<file path="src/rtl/prog_counter_pkg.sv">
// Shared types for the programmable counter: count modes and controller states.
package prog_counter_pkg;

  localparam int DEF_WIDTH      = 8;
  localparam int DEF_PRESCALE_W = 4;

  // Mode encoding 2'd3 is reserved and behaves like MODE_WRAP.
  typedef enum logic [1:0] {
    MODE_WRAP    = 2'd0,
    MODE_SAT     = 2'd1,
    MODE_ONESHOT = 2'd2
  } mode_e;

  typedef enum logic [1:0] {
    ST_IDLE = 2'd0,
    ST_RUN  = 2'd1,
    ST_DONE = 2'd2
  } state_e;

endpackage

</file>
<file path="src/rtl/prog_counter_if.sv">
// Control and status bundle of prog_counter; master drives controls, slave is the counter.
interface prog_counter_if #(
  parameter int WIDTH      = 8,
  parameter int PRESCALE_W = 4
) ();

  logic                  en;
  logic                  start;
  logic                  stop;
  logic                  load;
  logic [WIDTH-1:0]      load_val;
  logic [WIDTH-1:0]      limit;
  logic                  up;
  logic [1:0]            mode;
  logic [PRESCALE_W-1:0] prescale;
  logic [WIDTH-1:0]      count;
  logic                  tc;
  logic                  busy;
  logic                  done;

  modport master (
    output en, start, stop, load, load_val, limit, up, mode, prescale,
    input  count, tc, busy, done
  );

  modport slave (
    input  en, start, stop, load, load_val, limit, up, mode, prescale,
    output count, tc, busy, done
  );

endinterface

</file>
<file path="src/rtl/prog_counter_tick_gen.sv">
// Prescaler: emits one tick every prescale+1 enabled running cycles.
module tick_gen #(
  parameter int PRESCALE_W = 4
) (
  input  logic                  clk,
  input  logic                  rst,
  input  logic                  run,
  input  logic                  en,
  input  logic                  clear,
  input  logic [PRESCALE_W-1:0] prescale,
  output logic                  tick
);

  localparam logic [PRESCALE_W-1:0] ONE = PRESCALE_W'(1);

  logic [PRESCALE_W-1:0] r_pre_cnt;

  // Using >= keeps the divider from running away when prescale shrinks mid-count.
  assign tick = run && en && (r_pre_cnt >= prescale);

  always_ff @(posedge clk or posedge rst) begin
    if (rst) begin
      r_pre_cnt <= '0;
    end else if (clear) begin
      r_pre_cnt <= '0;
    end else if (run && en) begin
      r_pre_cnt <= tick ? '0 : r_pre_cnt + ONE;
    end
  end

endmodule

</file>
<file path="src/rtl/prog_counter.sv">
// Programmable up/down counter with prescaler, load, terminal-count pulse and
// wrap / saturate / one-shot modes.
module prog_counter
  import prog_counter_pkg::*;
#(
  parameter int WIDTH      = DEF_WIDTH,
  parameter int PRESCALE_W = DEF_PRESCALE_W
) (
  input  logic         clk,
  input  logic         rst,
  prog_counter_if.slave bus
);

  localparam logic [WIDTH-1:0] ONE = WIDTH'(1);

  state_e           r_state;
  state_e           w_state_next;
  logic [WIDTH-1:0] r_count;
  logic [WIDTH-1:0] w_count_next;
  logic             r_tc;
  logic             w_tc_next;
  logic             w_tick;
  logic             w_clear;
  logic             w_run;
  logic             w_terminal;
  logic [WIDTH-1:0] w_reload;

  assign w_run      = (r_state == ST_RUN);
  assign w_terminal = bus.up ? (r_count >= bus.limit) : (r_count == '0);
  assign w_reload   = bus.up ? '0 : bus.limit;

  tick_gen #(
    .PRESCALE_W (PRESCALE_W)
  ) u_tick_gen (
    .clk      (clk),
    .rst      (rst),
    .run      (w_run),
    .en       (bus.en),
    .clear    (w_clear),
    .prescale (bus.prescale),
    .tick     (w_tick)
  );

  always_ff @(posedge clk or posedge rst) begin
    if (rst) begin
      r_state <= ST_IDLE;
      r_count <= '0;
      r_tc    <= 1'b0;
    end else begin
      r_state <= w_state_next;
      r_count <= w_count_next;
      r_tc    <= w_tc_next;
    end
  end

  // Priority chain: load > stop > start > tick; a start while running is ignored.
  always_comb begin
    w_state_next = r_state;
    w_count_next = r_count;
    w_tc_next    = 1'b0;
    w_clear      = 1'b0;
    if (bus.load) begin
      w_count_next = bus.load_val;
      w_clear      = 1'b1;
    end else if (bus.stop) begin
      w_state_next = ST_IDLE;
    end else if (bus.start && (r_state != ST_RUN)) begin
      w_state_next = ST_RUN;
      w_clear      = 1'b1;
      if (r_state == ST_DONE) begin
        w_count_next = w_reload;
      end
    end else if (w_tick) begin
      if (w_terminal) begin
        w_tc_next = 1'b1;
        if (bus.mode == MODE_ONESHOT) begin
          w_state_next = ST_DONE;
        end else if (bus.mode != MODE_SAT) begin
          w_count_next = w_reload;
        end
      end else begin
        w_count_next = bus.up ? (r_count + ONE) : (r_count - ONE);
      end
    end
  end

  assign bus.count = r_count;
  assign bus.tc    = r_tc;
  assign bus.busy  = (r_state == ST_RUN);
  assign bus.done  = (r_state == ST_DONE);

endmodule
</file>
<file path="src/flat_wrapper.sv">
// flat-port wrapper written by rule: the top's interface ports become plain ports
module prog_counter_flat import prog_counter_pkg::*;
#(
  parameter int WIDTH      = DEF_WIDTH,
  parameter int PRESCALE_W = DEF_PRESCALE_W
)
  (clk, rst, bus_en, bus_start, bus_stop, bus_load, bus_load_val, bus_limit, bus_up, bus_mode, bus_prescale, bus_count, bus_tc, bus_busy, bus_done);
  prog_counter_if #(.WIDTH(WIDTH), .PRESCALE_W(PRESCALE_W)) bus_i ();
  input  logic clk;
  input  logic rst;
  input wire logic [$bits(bus_i.en)-1:0] bus_en;
  input wire logic [$bits(bus_i.start)-1:0] bus_start;
  input wire logic [$bits(bus_i.stop)-1:0] bus_stop;
  input wire logic [$bits(bus_i.load)-1:0] bus_load;
  input wire logic [$bits(bus_i.load_val)-1:0] bus_load_val;
  input wire logic [$bits(bus_i.limit)-1:0] bus_limit;
  input wire logic [$bits(bus_i.up)-1:0] bus_up;
  input wire logic [$bits(bus_i.mode)-1:0] bus_mode;
  input wire logic [$bits(bus_i.prescale)-1:0] bus_prescale;
  output wire logic [$bits(bus_i.count)-1:0] bus_count;
  output wire logic [$bits(bus_i.tc)-1:0] bus_tc;
  output wire logic [$bits(bus_i.busy)-1:0] bus_busy;
  output wire logic [$bits(bus_i.done)-1:0] bus_done;
  assign bus_i.en = bus_en;
  assign bus_i.start = bus_start;
  assign bus_i.stop = bus_stop;
  assign bus_i.load = bus_load;
  assign bus_i.load_val = bus_load_val;
  assign bus_i.limit = bus_limit;
  assign bus_i.up = bus_up;
  assign bus_i.mode = bus_mode;
  assign bus_i.prescale = bus_prescale;
  assign bus_count = bus_i.count;
  assign bus_tc = bus_i.tc;
  assign bus_busy = bus_i.busy;
  assign bus_done = bus_i.done;
  prog_counter #(.WIDTH(WIDTH), .PRESCALE_W(PRESCALE_W)) u_core (.clk(clk), .rst(rst), .bus(bus_i));
endmodule
</file>
<file path="config.mk">
export PLATFORM = sky130hd
export DESIGN_NAME = prog_counter_flat
export DESIGN_NICKNAME = d
export VERILOG_FILES = /design/src/rtl/prog_counter_pkg.sv /design/src/rtl/prog_counter_if.sv /design/src/rtl/prog_counter_tick_gen.sv /design/src/rtl/prog_counter.sv /design/src/flat_wrapper.sv
export SDC_FILE = /design/constraint.sdc
export NUM_CORES = 1
export LEC_CHECK = 0
export CORE_MARGIN = 4
export CORE_UTILIZATION = 45
export CTS_CLUSTER_SIZE = 24
export DETAILED_ROUTE_END_ITERATION = 10
export PLACE_DENSITY = 0.72
export SETUP_SLACK_MARGIN = 0.5
export SLEW_MARGIN = 10
export SYNTH_ARGS = -nofsm -noshare
export SYNTH_HDL_FRONTEND = slang
export SYNTH_HIERARCHICAL = 1
export SYNTH_SLANG_ARGS = --single-unit
</file>
<file path="constraint.sdc">
create_clock -name clk -period 6.3 [get_ports clk]
set_input_delay 1.26 -clock clk [delete_from_list [all_inputs] [get_ports clk]]
set_output_delay 1.26 -clock clk [all_outputs]
set_load 0.02 [all_outputs]
</file>
==> results of run 1 <==
## cells by family after synthesis
group                    Yosys count  share of synthesized area, %
AO/OA/AOI/OAI                     59                          26.2
XOR/XNOR                           7                          3.90
multiplexers                       4                          3.50
adder cells (fa/ha/maj)           20                          16.4
AND/OR/NAND/NOR                   58                          20.1
flip-flops                        15                          23.9
buffers and inverters             23                          6.05
## metal layers
| metal | GRT usage [%] | up-vias |
|---|---|---|
| li1 | - | 780 |
| met1 | 28.5 | 737 |
| met2 | 35.6 | 62 |
| met3 | 4.55 | 4 |
| met4 | 2.28 | 0 |
| met5 | 0 | - |
## power by group through the flow
stage               Combinational, mW  Clock, mW  Sequential (mW)
detailed placement              0.247          0            0.140
global route                    0.275     0.0631            0.140
CTS                             0.249     0.0578            0.138
floorplan                       0.152          0            0.145
global placement                0.240          0            0.138
finish                          0.249     0.0568            0.137
## layout make-up
cell class              instances  area [um^2]
repair buffers                 39          390
fillers                       347         1340
flip-flops and latches         15          375
well taps                      46         57.6
inverters                      20         75.1
clock buffers                   4         26.3
multi-input cells             148         1100
## placed cells by master (no fill, tap or decap), drive strengths merged, types with 6 or more instances in the layout
| master | n |
|---|---|
| o21ai | 10 |
| dfrtp | 15 |
| clkdlybuf4s50 | 39 |
| ha | 19 |
| inv | 19 |
| nor2 | 11 |
| a21oi | 16 |
| nor3 | 8 |
| nand3 | 6 |
| nand2 | 13 |
## registers in the layout, indices dropped and copies added, names as in the netlist
register,flops
u_core/u_tick_gen/r_pre_cnt,4
u_core/bus.tc,1
u_core/bus.count,8
u_core/r_state,2
## critical path: cells and delay by family
family	cells	cell delay, ns
buf+inv	2	0.92
simple gates	2	0.51
fa+ha+maj	1	0.47
compound gates	3	0.42
mux	1	0.27
## stage by stage
stage	setup slack, ns	instance area [um^2]	hold WS (ns)
final	2.62	2030	0.529
after CTS	2.67	2030	0.521
after global placement	2.42	2000	0.486
after floorplan	3.09	1570	0.466
after global routing	2.51	2030	0.558
after detailed placement	2.36	2000	0.498
## worst max path at each step
stage                               end  slack, ns  cells after the start
floorplan           u_core/bus.count[5]       3.09                      9
global placement    u_core/bus.count[1]       2.42                      9
CTS                 u_core/bus.count[5]       2.67                      9
finish              u_core/bus.count[5]       2.62                      9
global route        u_core/bus.count[5]       2.51                      9
detailed placement  u_core/bus.count[5]       2.36                      9
==> flow_summary.yaml, run 1 <==
run_status:
  status: "complete, no violations"
logic_synthesis:
  synth_area_um2: 1570
  ys_warn_count: 6
  yosys-top-cells-area: "dfrtp_1 24%, ha_1 15%, a21oi_1 5.1%, inv_1 4.5%, nand2_1 3.1%"
  synthFlopType: "dfrtp_1"
  yosysSeqAreaShare_pct: 23.9
  synth.net_count: 235
  synth.avg_cell_area_um2: 8.46
  synth_top_area_cell: "dfrtp_1"
  synth_edf_count: 0
  synthCells: 186
  synth_top_cell_area_share_pct: 23.9
  ys_types: 52
  ys_top_cells_by_count: "19 x ha_1, 19 x inv_1, 16 x a21oi_1"
  synth_seq_cells: 15
  async_flop_share_pct: 100
sta:
  finalSetupViolCount: 0
  max_slew_margin_pct: 64.8
  post-route-period-util_pct: 58.3
  hold_viol: 0
  setup_tns_ns: 0
  skew_ns: 0.00111
  timing.final.crit_period_ns: 3.68
  rsz0062_at_grt: "false"
  slew_violations: 0
  tightest_slew_ns: 0.527
  fmax_mhz: 272
clocking:
  htreeDepth: 1
  clk_pin_slew_worst_paths_ns: 0.09
  postCtsSetupBuffers: 0
  holdBufCountCts: 0
  cts_sinks: 15
  cts_tree: "yes"
  clk_latency_ns: 0.28
  clk_path_buf_depth: 2
  cts_buffers: 3
  cts-root-buf: "clkbuf_4"
  cts_resized: 0
hold_path:
  hold_path_end: "u_core/r_state[1]"
  min_from: "u_core/r_state[1]"
  hp-class: "reg2reg"
  holdPathStages: 1
critical_path:
  reg2regPathDepth: 9
  end_kind: "register"
  startpoint: "bus_up"
  crit_path_max_incr_delay_ns: 0.62
  path_class: "in2reg"
  worstSetupStartpointType: "input pin"
  r2r-end: "u_core/bus.count[1]"
  cp_cell_sequence: "clkdlybuf4s50_1, inv_1, ha_1, o21ai_0, o21a_1, or3b_1, nand4_1, a41oi_1, mux2_4"
  required_ns: 6.48
  cp_max_fo: 13
  r2r-start: "u_core/u_tick_gen/r_pre_cnt[0]"
  cp_slowest_cell: "clkdlybuf4s50_1"
  rrSetupSlack_ns: 3.58
  cp_data_arrival_time_ns: 3.85
layout:
  syn_to_final_growth_pct: 28.9
  post-route-util_pct: 60.3
  final_nets: 276
  stdcell_count: 272
  antenna_cells: 0
  drive_above_1_share_pct: 5.31
routing:
  met2_length_mm: 2.11
  drt_wl_total_mm: 4.39
  drt-vias-per-instance: 5.82
  first_pass_iters: 5
  routedWlPerCell_um: 16.1
  vias: 1583
  final_antenna_net_count: 0
  top_layer: "met4"
  wl_met1_mm: 1.91
  drt_iter0_markers: 54
  drc: 0
  route.met3.wl_um: 343
pwr:
  intPower_mw: 0.253
  p_switching_mw: 0.190
  p_leak_nw: 0.885
  p_sw_share_pct: 42.8
  power_mw: 0.443
  ir_drop_mv: 0.127
  pwr-share-clk_pct: 12.8
  power_frac_comb_pct: 56.2
  power.density_nw_per_um2: 219
  p_seq_share_pct: 31.0
global_route:
  antenna_found_initial: 0
  grt_pass1_vias: 1568
  grt_max_degree: 15
  grt-ovfl-total: 0
  grt_util_all_layers_pct: 21.1
  grt_pass1_wl_mm: 7.37
die:
  die_area_um2: 4510
  coreArea_um2: 3360
  initial_utilization_pct: 46.8
  io_pins: 40
  row_count: 21
  die_y_um: 67.1
  die_w_um: 67.1
place:
  dp_cells: 268
  port_buffers: 39
  finalWeightedCongestion: 0.889
  dp_hpwl_mm: 3.63
job:
  maxCapViolations: 0
Power figures use the tool's default switching activity.
==> inputs of run 2 (changes only) <==
clock period = 3.7 ns   (was 6.3 ns; I/O delays follow)
==> flow_summary.yaml, run 2 (same netlist as run 1, synthesis figures left out) <==
sta:
  rsz0062_at_grt: "false"
  final.setup.worst_slack_ns: 0.585
  post-route-period-util_pct: 84.2
  slew_violations: 0
  skew_ns: 0.00669
  fmax_mhz: 321
  hold_viol: 0
  timing.final.crit_period_ns: 3.12
  setup_tns_ns: 0
  finalSetupViolCount: 0
  tightest_slew_ns: 0.524
  max_slew_margin_pct: 64.9
die:
  row_count: 21
  die_w_um: 67.1
  die_y_um: 67.1
  coreArea_um2: 3360
  initial_utilization_pct: 46.8
  io_pins: 40
  die_area_um2: 4510
place:
  finalWeightedCongestion: 0.863
  dp_hpwl_mm: 3.51
  dp_slack_ns: 0.306
  dp_cells: 269
  port_buffers: 39
critical_path:
  reg2regPathDepth: 9
  worstSetupStartpointType: "input pin"
  r2r-end: "u_core/bus.count[1]"
  required_ns: 3.88
  cp_max_fo: 8
  critical_path.top_delay_family: "simple AND/OR/NAND/NOR gates"
  path_class: "in2reg"
  crit_path_max_incr_delay_ns: 0.47
  cp_cell_sequence: "clkdlybuf4s50_1, ha_1, nand2b_4, a2111oi_4, nor3_1, nand2_1, o21ai_1, or2_1, mux2_4"
  cp_data_arrival_time_ns: 3.29
  rrSetupSlack_ns: 0.98
  cp_slowest_cell: "a2111oi_4"
  cp_num_buf_inv: 1
  r2r-start: "u_core/u_tick_gen/r_pre_cnt[0]"
  end_kind: "register"
  crit_cells: 9
routing:
  drc: 0
  drt_iter0_markers: 98
  vias: 1619
  drt-vias-per-instance: 5.93
  final_antenna_net_count: 0
  routedWlPerCell_um: 16.0
  first_pass_iters: 4
  drt_wl_total_mm: 4.37
global_route:
  grt_util_all_layers_pct: 20.9
  use_met2_pct: 34.0
  grt_max_degree: 15
  antenna_found_initial: 0
  top_usage_layer: "met2"
  grt-ovfl-total: 0
  grt_pass1_wl_mm: 7.28
  grtUsageMet3_pct: 3.88
  met1_usage_pct: 28.3
  grt_pass1_vias: 1616
layout:
  syn_to_final_growth_pct: 29.4
  antenna_cells: 0
  final_common_cell: "clkdlybuf4s50_1"
  largest_register_ffs: 8
  drive_above_1_share_pct: 6.17
  fillers: 320
  final_nets: 277
  stdcell_count: 273
  layout_common_cells: "39 x clkdlybuf4s50_1, 19 x inv_1, 19 x ha_1"
hold_path:
  hold_path_end: "u_core/r_state[1]"
  min_from: "u_core/r_state[1]"
  holdPathStages: 1
  hp-class: "reg2reg"
pwr:
  power.density_nw_per_um2: 370
  p_leak_nw: 0.892
  ir_drop_mv: 0.168
clocking:
  clk_pin_slew_worst_paths_ns: 0.09
  htreeDepth: 1
  holdBufCountCts: 0
  cts-root-buf: "clkbuf_4"
  cts_buffers: 3
  cts_tree: "yes"
  clk_path_buf_depth: 2
  clk_latency_ns: 0.29
  cts_sinks: 15
  postCtsSetupBuffers: 0
  cts_resized: 0
job:
  maxCapViolations: 0
run_status:
  status: "complete, no violations"
## run 2: cell types whose count changed in the layout (fill, tap and decap cells not counted), sizes merged
cell	before	now
buf	0	1
clkbuf	4	3
clkinv	1	2
## run 2: how the worst max path moves through the flow
stage	from	end
4_1_cts	bus_prescale[0]	u_core/bus.count[1]
5_1_grt	bus_prescale[0]	u_core/bus.count[1]
3_5_place_dp	bus_prescale[0]	u_core/bus.count[1]
2_1_floorplan	bus_up	u_core/bus.count[5]
3_3_place_gp	bus_prescale[0]	u_core/bus.count[1]
6_report	bus_prescale[0]	u_core/bus.count[1]
## run 2: routing by layer
layer	part of all wire, %	wire length [um]
met1	44	1910
met2	48	2080
met3	7.6	334
met4	1.1	46
met5	0	0
## run 2: power breakdown
group	internal [mW]	leakage, nW	switching (mW)
registers	0.187	0.188	0.0447
logic	0.202	0.686	0.224
clock network	0.0403	0.0177	0.0552
## run 2: area by class of cell
type / count / area, um^2 / share of cell area, %
tap: 46 / 57.6 / 2.83
clock buffer: 3 / 22.5 / 1.11
inverter: 20 / 75.1 / 3.69
multi-input combinational: 148 / 1100 / 54.1
timing repair buffer: 40 / 398 / 19.5
sequential: 15 / 375 / 18.4
clock inverter: 1 / 5.00 / 0.246
## run 2: metrics by stage
step / hold WS (ns) / power, mW / cell area (um^2) / util (%)
final: 0.532 / 0.754 / 2040 / 60.5
after global routing: 0.545 / 0.818 / 2040 / 60.5
after CTS: 0.528 / 0.756 / 2040 / 60.5
after detailed placement: 0.504 / 0.656 / 2010 / 59.7
after global placement: 0.485 / 0.648 / 2010 / 59.7
after floorplan: 0.466 / 0.506 / 1570 / -
==> inputs of run 3 (changes only) <==
PLACE_DENSITY = 0.75   (was 0.72)
clock period = 2.7 ns   (was 3.7 ns; I/O delays follow)
==> flow_summary.yaml, run 3 (same netlist as run 1, synthesis figures left out) <==
place:
  dp_hpwl_mm: 4.03
  finalWeightedCongestion: 0.909
  dp_slack_ns: -0.300
  port_buffers: 39
  dp_cells: 301
  place_area_um2: 2320
routing:
  drt-vias-per-instance: 5.96
  first_pass_iters: 5
  routedWlPerCell_um: 17.6
  final_antenna_net_count: 0
  drt_wl_total_mm: 5.52
  drt_iter0_markers: 168
  drc: 0
  vias: 1872
critical_path:
  startpoint: "bus_limit[0]"
  required_ns: 2.87
  cp_cell_sequence: "clkdlybuf4s50_1, ha_1, nor2b_1, o21ai_1, and4_4, nor3_4, or2_4, mux2_4"
  path_class: "in2reg"
  critical_path.top_delay_family: "simple AND/OR/NAND/NOR gates"
  crit_path_max_incr_delay_ns: 0.42
  cp_num_buf_inv: 1
  r2r-start: "u_core/u_tick_gen/r_pre_cnt[2]"
  cp_data_arrival_time_ns: 2.42
  worstSetupStartpointType: "input pin"
  end_kind: "register"
  cp_max_fo: 6
  cp_slowest_cell: "clkdlybuf4s50_1"
global_route:
  grt_util_all_layers_pct: 25.0
  grt_max_degree: 12
  grt_pass1_vias: 1907
  grt-ovfl-total: 0
  antenna_found_initial: 0
  grt_pass1_wl_mm: 8.67
clocking:
  htreeDepth: 1
  clk_path_buf_depth: 2
  clk_latency_ns: 0.29
  clk_pin_slew_worst_paths_ns: 0.10
  cts_buffers: 3
  cts_sinks: 15
  cts_tree: "yes"
  cts-root-buf: "clkbuf_4"
sta:
  tightest_slew_ns: 0.480
  skew_ns: 0.00747
  hold_viol: 0
  slew_violations: 0
  finalSetupViolCount: 0
  whs_ns: 0.478
  max_slew_margin_pct: 68.0
  rsz0062_at_grt: "true"
  timing.final.crit_period_ns: 2.24
  fmax_mhz: 445
  final.setup.worst_slack_ns: 0.455
  post-route-period-util_pct: 83.1
die:
  row_count: 21
  coreArea_um2: 3360
  initial_utilization_pct: 46.8
  io_pins: 40
  die_area_um2: 4510
  die_y_um: 67.1
  die_w_um: 67.1
pwr:
  pwr-share-clk_pct: 10.3
  intPower_mw: 0.726
  power.density_nw_per_um2: 491
  p_sw_share_pct: 43.1
  p_seq_share_pct: 25.7
  p_switching_mw: 0.550
  p_leak_nw: 1.14
  power_frac_comb_pct: 64.0
  ir_drop_mv: 0.508
layout:
  antenna_cells: 0
  final_common_cell: "buf_4"
  final_area_um2: 2600
  stdcell_count: 314
  post-route-util_pct: 77.2
  layout_common_cells: "39 x buf_4, 26 x clkdlybuf4s50_1, 15 x a21oi_1"
  syn_to_final_growth_pct: 65.2
  final_nets: 318
  drive_above_1_share_pct: 36.9
  largest_register_ffs: 8
job:
  maxCapViolations: 0
hold_path:
  hp-class: "in2async"
run_status:
  status: "complete, no violations"
==> run 3: cell type report <==
type                       count  area (um^2)
clock buffer                   3         22.5
inverter                      20         78.8
sequential                    15          377
fill                         241          766
clock inverter                 1         5.00
timing repair buffer          81          701
tap                           46         57.6
multi-input combinational    148         1360
==> run 3: metal layers <==
layer	track usage (%)	vias to the layer above	share of wire, %
li1	-	867	-
met1	30.5	881	39
met2	44.8	104	51
met3	4.38	20	7.8
met4	6.58	0	2.3
met5	0	-	0
==> run 3: path summary, 6_finish.rpt <==
path,slack (ns),end,depth (start not counted)
worst min register to register,0.53,u_core/r_state[1],1
worst max-delay path,0.46,u_core/bus.count[1],8
min in group clk,0.53,u_core/r_state[1],1
worst min-delay path,0.48,u_core/u_tick_gen/r_pre_cnt[3],2
worst max register to register,0.48,u_core/bus.count[1],8
max in group asynchronous,1.73,u_core/bus.count[0],2
==> run 3: power groups by stage <==
| stage | registers [mW] | logic, mW | clock network, mW |
|---|---|---|---|
| finish | 0.327 | 0.817 | 0.131 |
| floorplan | 0.343 | 0.376 | 0 |
| global route | 0.333 | 0.876 | 0.147 |
| CTS | 0.322 | 0.761 | 0.135 |
| global placement | 0.319 | 0.678 | 0 |
| detailed placement | 0.323 | 0.708 | 0 |
==> run 3: per-stage QoR <==
stage	TNS (ns)	power, mW
global route	0	1.36
floorplan	0	0.720
CTS	0	1.22
detailed placement	-1.55	1.03
global placement	-1.09	0.997
finish	0	1.28
==> run 3: timing repair <==
| item | CTS | global route |
|---|---|---|
| endpoints found under the setup margin | 10 | 11 |
| setup buffers | 7 | 2 |
| pin swaps | 20 | 13 |
| gates resized for setup | 48 | 15 |
| hold buffers | 0 | 0 |
